<file path="src/rtl/mul_pkg.sv">
// rtl/mul_pkg.sv - shared defaults and result record for the multiplier result collector
package mul_pkg;

    localparam int LATENCY_DEF = 4;
    localparam int DEPTH_DEF   = 8;
    localparam int PW_DEF      = 64;
    localparam int SEQ_W       = 8;

    typedef struct packed {
        logic [PW_DEF-1:0] data;
        logic              signedFlag;
        logic [SEQ_W-1:0]  seq;
    } result_t;

endpackage

</file>
<file path="src/rtl/result_fifo.sv">
// rtl/result_fifo.sv - synchronous DEPTH-entry result queue with occupancy count
module result_fifo
    import mul_pkg::*;
#(
    parameter int  DEPTH = DEPTH_DEF,
    parameter type T     = result_t
) (
    input  logic                       clk,
    input  logic                       rstN,
    input  logic                       flush,
    input  logic                       push,
    input  T                           wdata,
    input  logic                       pop,
    output T                           rdata,
    output logic [$clog2(DEPTH+1)-1:0] count,
    output logic                       full,
    output logic                       empty
);

    localparam int AW = $clog2(DEPTH);
    localparam int CW = $clog2(DEPTH+1);

    T               mem [DEPTH];
    logic [AW-1:0]  wr_ptr;
    logic [AW-1:0]  rd_ptr;
    logic           do_push;
    logic           do_pop;

    assign full    = (count == CW'(DEPTH));
    assign empty   = (count == '0);
    assign do_pop  = pop && !empty;
    // A full queue still accepts a write when the head leaves on the same edge.
    assign do_push = push && (!full || do_pop);
    assign rdata   = mem[rd_ptr];

    always_ff @(posedge clk or negedge rstN) begin
        if (!rstN) begin
            wr_ptr <= '0;
            rd_ptr <= '0;
            count  <= '0;
        end else if (flush) begin
            wr_ptr <= '0;
            rd_ptr <= '0;
            count  <= '0;
        end else begin
            if (do_push) wr_ptr <= wr_ptr + 1'b1;
            if (do_pop)  rd_ptr <= rd_ptr + 1'b1;
            case ({do_push, do_pop})
                2'b10:   count <= count + CW'(1);
                2'b01:   count <= count - CW'(1);
                default: count <= count;
            endcase
        end
    end

    always_ff @(posedge clk) begin
        if (do_push && !flush) mem[wr_ptr] <= wdata;
    end

endmodule

</file>
<file path="src/rtl/mul_result_collector.sv">
// rtl/mul_result_collector.sv - tracks multiplier issues through a valid pipe and queues
// tagged products in issue order behind a credit-based issue handshake.
module mul_result_collector
    import mul_pkg::*;
#(
    parameter int LATENCY = LATENCY_DEF,
    parameter int DEPTH   = DEPTH_DEF,
    parameter int PW      = PW_DEF
) (
    input  logic             clk,
    input  logic             rstN,
    input  logic             issueValid,
    input  logic             issueSigned,
    output logic             issueReady,
    input  logic [PW-1:0]    mulOut,
    input  logic             flush,
    output logic             resValid,
    input  logic             resReady,
    output logic [PW-1:0]    resData,
    output logic             resSigned,
    output logic [SEQ_W-1:0] resSeq,
    output logic             overflowErr
);

    localparam int CW = $clog2(DEPTH+1);
    localparam int IW = $clog2(LATENCY+1);

    // Same layout as result_t, sized to this instance's product width.
    typedef struct packed {
        logic [PW-1:0]    data;
        logic             signedFlag;
        logic [SEQ_W-1:0] seq;
    } entry_t;

    logic [LATENCY-1:0]            pipe_v;
    logic [LATENCY-1:0]            pipe_s;
    logic [LATENCY-1:0][SEQ_W-1:0] pipe_seq;
    logic [IW-1:0]                 in_flight;
    logic [SEQ_W-1:0]              seq_ctr;

    logic          accept;
    logic          push_req;
    logic          pop_req;
    entry_t        push_entry;
    entry_t        head;
    logic [CW-1:0] fifo_count;
    logic          fifo_full;
    logic          fifo_empty;

    assign accept   = issueValid && issueReady;
    assign push_req = pipe_v[LATENCY-1];
    assign pop_req  = resValid && resReady;

    // Credits count queued plus in-flight results, so an accepted issue always has a slot.
    assign issueReady = (int'(fifo_count) + int'(in_flight)) < DEPTH;

    assign push_entry.data       = mulOut;
    assign push_entry.signedFlag = pipe_s[LATENCY-1];
    assign push_entry.seq        = pipe_seq[LATENCY-1];

    always_ff @(posedge clk or negedge rstN) begin
        if (!rstN) begin
            pipe_v    <= '0;
            pipe_s    <= '0;
            pipe_seq  <= '0;
            in_flight <= '0;
            seq_ctr   <= '0;
        end else if (flush) begin
            pipe_v    <= '0;
            pipe_s    <= '0;
            pipe_seq  <= '0;
            in_flight <= '0;
            seq_ctr   <= '0;
        end else begin
            for (int i = LATENCY-1; i > 0; i--) begin
                pipe_v[i]   <= pipe_v[i-1];
                pipe_s[i]   <= pipe_s[i-1];
                pipe_seq[i] <= pipe_seq[i-1];
            end
            pipe_v[0]   <= accept;
            pipe_s[0]   <= issueSigned;
            pipe_seq[0] <= seq_ctr;
            if (accept) seq_ctr <= seq_ctr + 1'b1;
            case ({accept, push_req})
                2'b10:   in_flight <= in_flight + IW'(1);
                2'b01:   in_flight <= in_flight - IW'(1);
                default: in_flight <= in_flight;
            endcase
        end
    end

    always_ff @(posedge clk or negedge rstN) begin
        if (!rstN) begin
            overflowErr <= 1'b0;
        end else if (push_req && fifo_full && !pop_req && !flush) begin
            overflowErr <= 1'b1;
        end
    end

    result_fifo #(
        .DEPTH (DEPTH),
        .T     (entry_t)
    ) u_fifo (
        .clk   (clk),
        .rstN  (rstN),
        .flush (flush),
        .push  (push_req),
        .wdata (push_entry),
        .pop   (pop_req),
        .rdata (head),
        .count (fifo_count),
        .full  (fifo_full),
        .empty (fifo_empty)
    );

    assign resValid  = !fifo_empty;
    assign resData   = resValid ? head.data       : '0;
    assign resSigned = resValid ? head.signedFlag : 1'b0;
    assign resSeq    = resValid ? head.seq        : '0;

endmodule
</file>
<file path="config.mk">
export PLATFORM = sky130hd
export DESIGN_NAME = mul_result_collector
export DESIGN_NICKNAME = d
export VERILOG_FILES = /design/src/rtl/mul_pkg.sv /design/src/rtl/result_fifo.sv /design/src/rtl/mul_result_collector.sv
export SDC_FILE = /design/constraint.sdc
export NUM_CORES = 1
export LEC_CHECK = 0
export BUFFER_PORTS_ARGS = -buffer_cell sky130_fd_sc_hd__buf_4
export CAP_MARGIN = 20
export CORE_ASPECT_RATIO = 2
export CORE_UTILIZATION = 55
export DETAILED_ROUTE_END_ITERATION = 8
export GPL_TIMING_DRIVEN = 0
export HOLD_SLACK_MARGIN = 0.02
export PLACE_DENSITY = 0.74
export RECOVER_POWER = 25
export SYNTH_ARGS = -nofsm -noshare
export SYNTH_HDL_FRONTEND = slang
export SYNTH_SLANG_ARGS = --single-unit
</file>
<file path="constraint.sdc">
create_clock -name clk -period 8.4 [get_ports clk]
set_input_delay 1.68 -clock clk [delete_from_list [all_inputs] [get_ports clk]]
set_output_delay 1.68 -clock clk [all_outputs]
set_load 0.05 [all_outputs]
</file>
==> results of run 1 <==
[how the worst max path moves through the flow]
stage | endpoint | slack (ns) | cells after the start
6_report | resSeq[3] | 3.74 | 6
5_1_grt | resData[15] | 3.63 | 6
4_1_cts | resData[56] | 3.70 | 5
3_5_place_dp | u_fifo.mem[0][52]$_DFFE_PP_ | 3.97 | 8
3_3_place_gp | u_fifo.mem[1][36]$_DFFE_PP_ | -4.44 | 4
2_1_floorplan | u_fifo.mem[1][0]$_DFFE_PP_ | 0.72 | 3
[cell type report]
| type | count | area (sq um) | share of cell area [%] |
|---|---|---|---|
| Sequential cell | 646 | 19100 | 66.6 |
| Inverter | 6 | 22.5 | 0.0785 |
| Clock inverter | 30 | 185 | 0.646 |
| Multi-Input combinational cell | 445 | 5460 | 19.0 |
| Tap cell | 555 | 694 | 2.42 |
| Timing Repair Buffer | 176 | 1490 | 5.21 |
| Clock buffer | 63 | 1360 | 4.76 |
| Buffer | 58 | 360 | 1.26 |
| Antenna cell | 4 | 10.0 | 0.0349 |
[power by group through the flow]
| stage | combinational [W] | clock (W) | sequential, W |
|---|---|---|---|
| 2_1_floorplan | 0.00182 | 0 | 0.00361 |
| 3_3_place_gp | 0.00256 | 0 | 0.00361 |
| 3_5_place_dp | 0.00259 | 0 | 0.00361 |
| 4_1_cts | 0.00260 | 0.00229 | 0.00354 |
| 5_1_grt | 0.00268 | 0.00239 | 0.00354 |
| 6_report | 0.00255 | 0.00226 | 0.00354 |
[registers in the layout, indices dropped and copies added (netlist names)]
name           count
u_fifo.count       4
u_fifo.rd_ptr      3
u_fifo.wr_ptr      3
pipe_s             4
pipe_seq          32
seq_ctr            8
pipe_v             4
u_fifo.mem       584
in_flight          3
overflowErr        1
[metal layers]
| layer | part of all wire, % | track usage (%) |
|---|---|---|
| met5 | 0.068 | 0 |
| met4 | 3.1 | 9.16 |
| met3 | 5.1 | 2.93 |
| met1 | 37 | 26.5 |
| met2 | 55 | 40.7 |
[logic make-up after synthesis]
logic type | share of synthesized area [%]
AOI/OAI and AO/OA | 0.679
xor gates and xnor gates | 0.282
adders and majority gates | 0.513
buffers and inverters | 1.54
DFF | 76.7
muxes | 16.6
and+or+nand+nor | 3.63
[Yosys cell counts, drive strengths merged, types with 9 or more instances]
| cell | n |
|---|---|
| buf | 45 |
| clkbuf | 13 |
| nor2b | 43 |
| dfrtp | 62 |
| nor3 | 9 |
| mux2i | 76 |
| mux4 | 146 |
| nor2 | 96 |
| edfxtp | 584 |
[per-stage QoR]
| step | instances | hold WS, ns | util (%) |
|---|---|---|---|
| floorplan | 1155 | 0.439 | - |
| global placement | 1855 | 0.442 | 60.0 |
| detailed placement | 1886 | 0.450 | 61.4 |
| CTS | 1979 | 0.465 | 64.9 |
| global route | 1983 | 0.473 | 64.5 |
| finish | 1983 | 0.463 | 64.5 |
==> PnR_summary.wiki, run 1 <==
{| class="wikitable"
! Metric !! Value
|-
| Hold Crit Endpoint || pipe_seq[12]$_DFF_PN0_
|-
| Number of gates given a new drive strength after cts || 0
|-
| Antenna violations before repair || 7
|-
| Synth Warn # || 0
|-
| Drt initial violations || 769
|-
| Post-synth top area share || 70.5%
|-
| Worst Min Path Start || pipe_seq[4]$_DFF_PN0_
|-
| Setup repair after global routing missed its margin || no
|-
| All-Layer GR Usage || around 22%
|-
| DRC violations left || 17
|-
| Slowest CP cell || buf_1
|-
| Avg Synthesized Cell Area || 21.5 sq um
|-
| Sequential share of the synthesized area || 76.7%
|-
| Failing checks || design-rule violations
|-
| Maximum number of pins on one net before global-route repair || 63
|-
| Async set-or-reset flop fraction in the synthesized netlist || 9.60%
|-
| Part of the power in registers || 42.4%
|-
| Transition time at the pin with the least slew margin || 0.939 ns
|-
| Number of I/O pins || about 150
|-
| Nets in the synthesized netlist || 1234
|-
| Die area || between 40000 and 50000 sq um
|-
| Worst-path cell chain || buf_2 > buf_1 > mux4_2 > mux2i_1 > nor2_1 > buf_4
|-
| Final net count || 1463
|-
| Net switching power || ~0.0027 W
|-
| Post-layout total power || 0.00835 W
|-
| Most area-hungry cell type in the Yosys netlist || edfxtp_1
|-
| Source-to-sink clock delay at the later pin of the worst-skew pair || slightly below 0.6 ns
|-
| Buffers added on ports || 145
|-
| Delay of the slowest cell on the worst path || approximately 0.57 ns
|-
| Floorplan Core Area || 44500 sq um
|-
| Worst setup timing slack at the placement stage || 3.97 ns
|-
| Number of flops mapped to enable cells by yosys || 584
|-
| Post-DRT Antenna Nets || 0
|-
| Weighted congestion reported at the end of routability-driven placement || 0.743
|-
| Proportion of power drawn by combinational gates || 30.5%
|-
| Outcome || finished, violations left
|-
| Clock Sinks || between 600 and 700
|-
| Required time of the worst setup path || 6.72 ns
|-
| Clock period minus worst slack || 4.66 ns
|-
| Setup violators final || 0
|-
| Crit. Startpoint || u_fifo.rd_ptr[1]$_DFFE_PN0P_
|-
| CTS H-tree depth || 2
|-
| Area delta synth->final || 15.3%
|-
| Final total negative setup slack || 0 ns
|-
| Number of buffers inserted by post-CTS setup repair || 0
|-
| Commonest non-fill, non-tap cells in the layout || edfxtp_1, mux4_2, buf_4, nor2_1, mux2i_1
|-
| Fraction of final layout cells with drive strength greater than 1 || between 20 and 30%
|-
| Data arrival time of the critical path || approximately 3.0 ns
|-
| Largest cells by area after synthesis || edfxtp_1, mux4_2, dfrtp_1
|-
| Number of buffers on the longest clock path || 3
|-
| Clock network fraction of design power || 27.0%
|-
| Count of final max-slew check failures || 0
|-
| Final standard cell area without fillers || 28700 sq um
|-
| Power density of the placed cells || slightly below 300 nW/um^2
|-
| Maxcap violations || 0
|-
| Instance area at placement || 27300 sq um
|-
| Reg2Reg Setup Slack || 5.13 ns
|-
| Dpl hpwl || 32400 um
|-
| Max VDD drop || 0.000428 V
|-
| Vertical die dimension || 303 um
|-
| Number of clock buffers inserted by TritonCTS || between 50 and 60
|-
| End of the worst register-to-register path || u_fifo.mem[0][67]$_DFFE_PP_
|-
| Length in cells of the worst reg-to-reg path || 7
|-
| Final WS setup || 3.74 ns
|-
| Max Fclk || 0.215 GHz
|-
| Worst min-delay path category || register to register
|-
| Leading cell type in the layout, fill and taps excluded || edfxtp_1
|-
| Via total after detailed routing || 11751
|-
| Number of unique standard cell types used by synthesis || 47
|-
| Post-synthesis instance area || around 25000 sq um
|-
| Die X || 152 um
|-
| Initial Utilization || between 50 and 60%
|-
| Share of the cycle needed by the critical path after routing || 55.5%
|-
| Crit Path Max Fanout || 10
|-
| Leakage || 9.40 nW
|-
| Standard-cell rows || 109
|-
| Number of storage elements in the synthesis netlist || 646
|-
| Via count normalized by instance count || 5.93
|-
| WL per Instance || 25.1 um
|-
| Count of TritonRoute iterations in the first routing pass || 7
|-
| Setup crit start kind || register
|-
| CTS Hold Bufs || 0
|-
| Startpoint of the worst-slack reg-to-reg timing path || u_fifo.count[1]$_DFFE_PN0P_
|-
| Number of global-route vias before repair || about 13000
|-
| Root Buffer Master || clkbuf_16
|-
| Synthesized instance count || 1155
|-
| Cell internal pwr || 0.00561 W
|-
| Count of cells along the worst hold path || 1
|-
| DRT Wirelength || ~50000 um
|-
| First-pass GRT wire length || 75100 um
|-
| GRT Residual Overflow || 0
|-
| Buffering stage count on the worst path with inverters included || 3
|-
| Number of filler cells placed in the layout || 3020
|-
| Nature of the critical path endpoint || output pin
|-
| Family with the most delay on the worst path || buffers and inverters
|-
| TritonCTS clock tree || built
|-
| Switching Fraction || 32.8%
|-
| Clock transition at the registers of the reported paths || 0.06 ns
|-
| Final worst clock skew || 0.0228 ns
|-
| Most instantiated flip-flop cell in the synthesis netlist || edfxtp_1
|-
| Slew margin rel. || 37.4%
|-
| Worst Setup Path Type || register to output pin
|-
| Final Hold Vio Count || 0
|}
Note: power is estimated with default switching activity, not from simulation.
==> run 2: changes to the inputs <==
ABC_AREA = 1   (was not set)
clock period = 4.7 ns   (was 8.4 ns; I/O delays follow)
==> run 2 against run 1 <==
  * The run now ends clean
  * Final area up 1.7%
  * Routed wire length rose by 32%
  * Setup slack got worse by 3.1 ns
  * Synthesized area increased by 2.1%
  * Combinational power decreased by 73%
  * Non-clock buffer count is 61 higher
  * Worst hold slack worse by 0.033 ns
  * Critical path depth increased by 3
  * Clock power increased by 79%
  * Clock-buffer cell count decreased by 4
  * Core utilization down 0.64 points
==> PnR_summary.wiki, run 2 <==
{| class="wikitable"
! Metric !! Value
|-
| Number of buffers inserted by post-CTS setup repair || 0
|-
| Final standard cell area without fillers || 29200 sq um
|-
| Final Hold Vio Count || 0
|-
| All-Layer GR Usage || 28.1%
|-
| Number of unique standard cell types used by synthesis || 28
|-
| CTS Hold Bufs || 0
|-
| Post-synth top area share || 69.1%
|-
| Number of flops mapped to enable cells by yosys || 584
|-
| CTS H-tree depth || 2
|-
| Setup crit start kind || register
|-
| Number of I/O pins || 146
|-
| GRT Residual Overflow || 0
|-
| Most area-hungry cell type in the Yosys netlist || edfxtp_1
|-
| Final total negative setup slack || 0 ns
|-
| Number of clock buffers inserted by TritonCTS || a little over 50
|-
| Post-DRT Antenna Nets || 0
|-
| Via count normalized by instance count || just over 6
|-
| Weighted congestion reported at the end of routability-driven placement || 0.824
|-
| Setup violators final || 0
|-
| Source-to-sink clock delay at the later pin of the worst-skew pair || 0.58 ns
|-
| DRC violations left || 0
|-
| Worst Setup Path Type || register to output pin
|-
| Die X || 154 um
|-
| Via total after detailed routing || 17279
|-
| Standard-cell rows || 111
|-
| Leading cell type by number of instances after synthesis || nor2_1
|-
| WL per Instance || 23.1 um
|-
| Maximum number of pins on one net before global-route repair || 63
|-
| Leakage || 10.2 nW
|-
| Area delta synth->final || 15.0%
|-
| Worst min-delay path category || input port to asynchronous set/reset pin
|-
| Sequential share of the synthesized area || 75.2%
|-
| Drt initial violations || between 1000 and 1500
|-
| Transition time at the pin with the least slew margin || 0.766 ns
|-
| Registers with the highest flip-flop counts || u_fifo.mem x584, pipe_seq x32, seq_ctr x8
|-
| Clock transition at the registers of the reported paths || about 0.070 ns
|-
| Count of final max-slew check failures || 0
|-
| Root Buffer Master || clkbuf_16
|-
| Final net count || 2317
|-
| Clock network fraction of design power || 36.7%
|-
| Net switching power || 0.00246 W
|-
| Main combinational cell family by area after synthesis || simple AND/OR/NAND/NOR gates
|-
| Leading cell type in the layout, fill and taps excluded || nor2_1
|-
| Number of global-route vias before repair || 17781
|-
| Final WS setup || 0.651 ns
|-
| Reg2Reg Setup Slack || 2.08 ns
|-
| Post-synthesis share of cell area spent on full adders, half adders and majority gates || 0.503%
|-
| Max Fclk || 0.247 GHz
|-
| Buffers added on ports || 145
|-
| Avg Synthesized Cell Area || 12.6 sq um
|-
| Antenna violations before repair || 9
|-
| Crit Path Max Fanout || 10
|-
| Number of cells after detailed placement || 2750
|-
| Data arrival time of the critical path || around 3.1 ns
|-
| Initial Utilization || between 50% and 60%
|-
| Area share of xor/xnor cells in the synthesized design || less than 1%
|-
| Die area || 47100 sq um
|-
| Fraction of final layout cells with drive strength greater than 1 || ~11%
|-
| Maxcap violations || 0
|-
| Switching Fraction || between 20% and 30%
|-
| Number of gates given a new drive strength after cts || 0
|-
| Power density of the placed cells || 377 nW/um^2
|-
| Worst setup timing slack at the placement stage || approximately 1.3 ns
|-
| Share of the cycle needed by the critical path after routing || 86.1%
|-
| Instance area at placement || 27800 sq um
|-
| Synthesized-area fraction occupied by and/or/nand/nor cells || 10.6%
|-
| Portion of netlist area occupied by mux cells || 0%
|-
| Floorplan Core Area || 45700 sq um
|-
| Post-route insts no fill || around 2800
|-
| Most instantiated flip-flop cell in the synthesis netlist || edfxtp_1
|-
| Setup repair after global routing missed its margin || no
|-
| DRT Wirelength || 65900 um
|-
| Complex-gate fraction of the synthesized area || 10.2%
|-
| Final worst clock skew || about 0.015 ns
|-
| Cell internal pwr || 0.00855 W
|-
| Flip-flop count of the largest register, all copies and words added || 584
|-
| Number of storage elements in the synthesis netlist || 646
|-
| Register bank with the most flops || u_fifo.mem
|-
| Max VDD drop || ~0.00031 V
|-
| Dpl hpwl || 44100 um
|-
| Commonest non-fill, non-tap cells in the layout || nor2_1, edfxtp_1, o21ai_0, clkbuf_1, buf_4
|-
| Nets in the synthesized netlist || 2095
|-
| Clock period minus worst slack || around 4.0 ns
|-
| Proportion of power drawn by combinational gates || 6.3%
|-
| Clock Sinks || 646
|-
| First-pass GRT wire length || around 98000 um
|-
| Number of buffers on the longest clock path || 3
|-
| Largest cells by area after synthesis || edfxtp_1, nor2_1, dfrtp_1
|-
| Synthesized instance count || 2016
|-
| Part of the power in registers || 56.9%
|-
| Post-synthesis instance area || approximately 25000 sq um
|-
| Slew margin rel. || 49.0%
|-
| Outcome || finished, final reports clean
|-
| Required time of the worst setup path || roughly 3.8 ns
|-
| Ranking of synthesized cells by instance count || nor2_1, edfxtp_1, o21ai_0
|-
| TritonCTS clock tree || built
|-
| Core utilization of the finished layout || 63.9%
|-
| Count of TritonRoute iterations in the first routing pass || 6
|-
| Vertical die dimension || 306 um
|-
| Synth Warn # || 0
|-
| Async set-or-reset flop fraction in the synthesized netlist || 9.60%
|-
| Nature of the critical path endpoint || output pin
|}
## run 2: worst paths after layout
kind,depth (start not counted),from,end
max in group asynchronous,1,rstN,pipe_seq[14]$_DFF_PN0_
min in group clk,2,pipe_s[1]$_DFF_PN0_,pipe_s[2]$_DFF_PN0_
max reg2reg,8,u_fifo.count[0]$_DFFE_PN0P_,u_fifo.mem[6][44]$_DFFE_PP_
max,9,u_fifo.rd_ptr[0]$_DFFE_PN0P_,resData[50]
min,1,rstN,pipe_seq[0]$_DFF_PN0_
min reg2reg,2,pipe_s[1]$_DFF_PN0_,pipe_s[2]$_DFF_PN0_
## run 2: area by class of cell
cell class                      instances  area, sq um
Fill cell                            3243        16500
Sequential cell                       646        19100
Timing Repair Buffer                  169         1480
Antenna cell                            6         15.0
Clock inverter                         33          185
Clock buffer                           59         1350
Inverter                               58          218
Buffer                                126          602
Multi-Input combinational cell       1186         5530
Tap cell                              565          707
## run 2: worst max-delay path, stage by stage, from the launching register on
cell,delay [ns]
dfrtp_1,0.49
inv_2,0.20
buf_4,0.24
buf_2,0.31
buf_2,0.35
nor2_1,0.09
o32ai_1,0.15
nor2_1,0.08
nor2_1,0.33
buf_4,0.27
## run 2: logic make-up after synthesis
kind of cell | after synthesis
XOR/XNOR | 7
flip-flops | 646
buffers and inverters | 184
adder cells (fa/ha/maj) | 9
AO/OA/AOI/OAI | 458
AND/OR/NAND/NOR | 712
## run 2: routing by layer
layer | GRT usage [%] | wire, um | part of all wire, %
met5 | 0 | 57 | 0.087
met3 | 4.07 | 4790 | 7.3
met2 | 52.3 | 36100 | 55
met1 | 29.8 | 21800 | 33
met4 | 16.5 | 3130 | 4.8
## run 2: power groups by stage
stage / combinational [W] / clock, W / sequential [W]
finish: 0.000697 / 0.00404 / 0.00627
global route: 0.000747 / 0.00423 / 0.00627
CTS: 0.000710 / 0.00403 / 0.00627
detailed placement: 0.000706 / 0 / 0.00640
global placement: 0.000686 / 0 / 0.00640
floorplan: 0.000393 / 0 / 0.00640
## run 2: stage by stage
step,total power [W],hold slack (ns)
finish,0.0110,0.430
global route,0.0112,0.477
CTS,0.0110,0.451
detailed placement,0.00710,0.447
global placement,0.00708,0.438
floorplan,0.00679,0.434
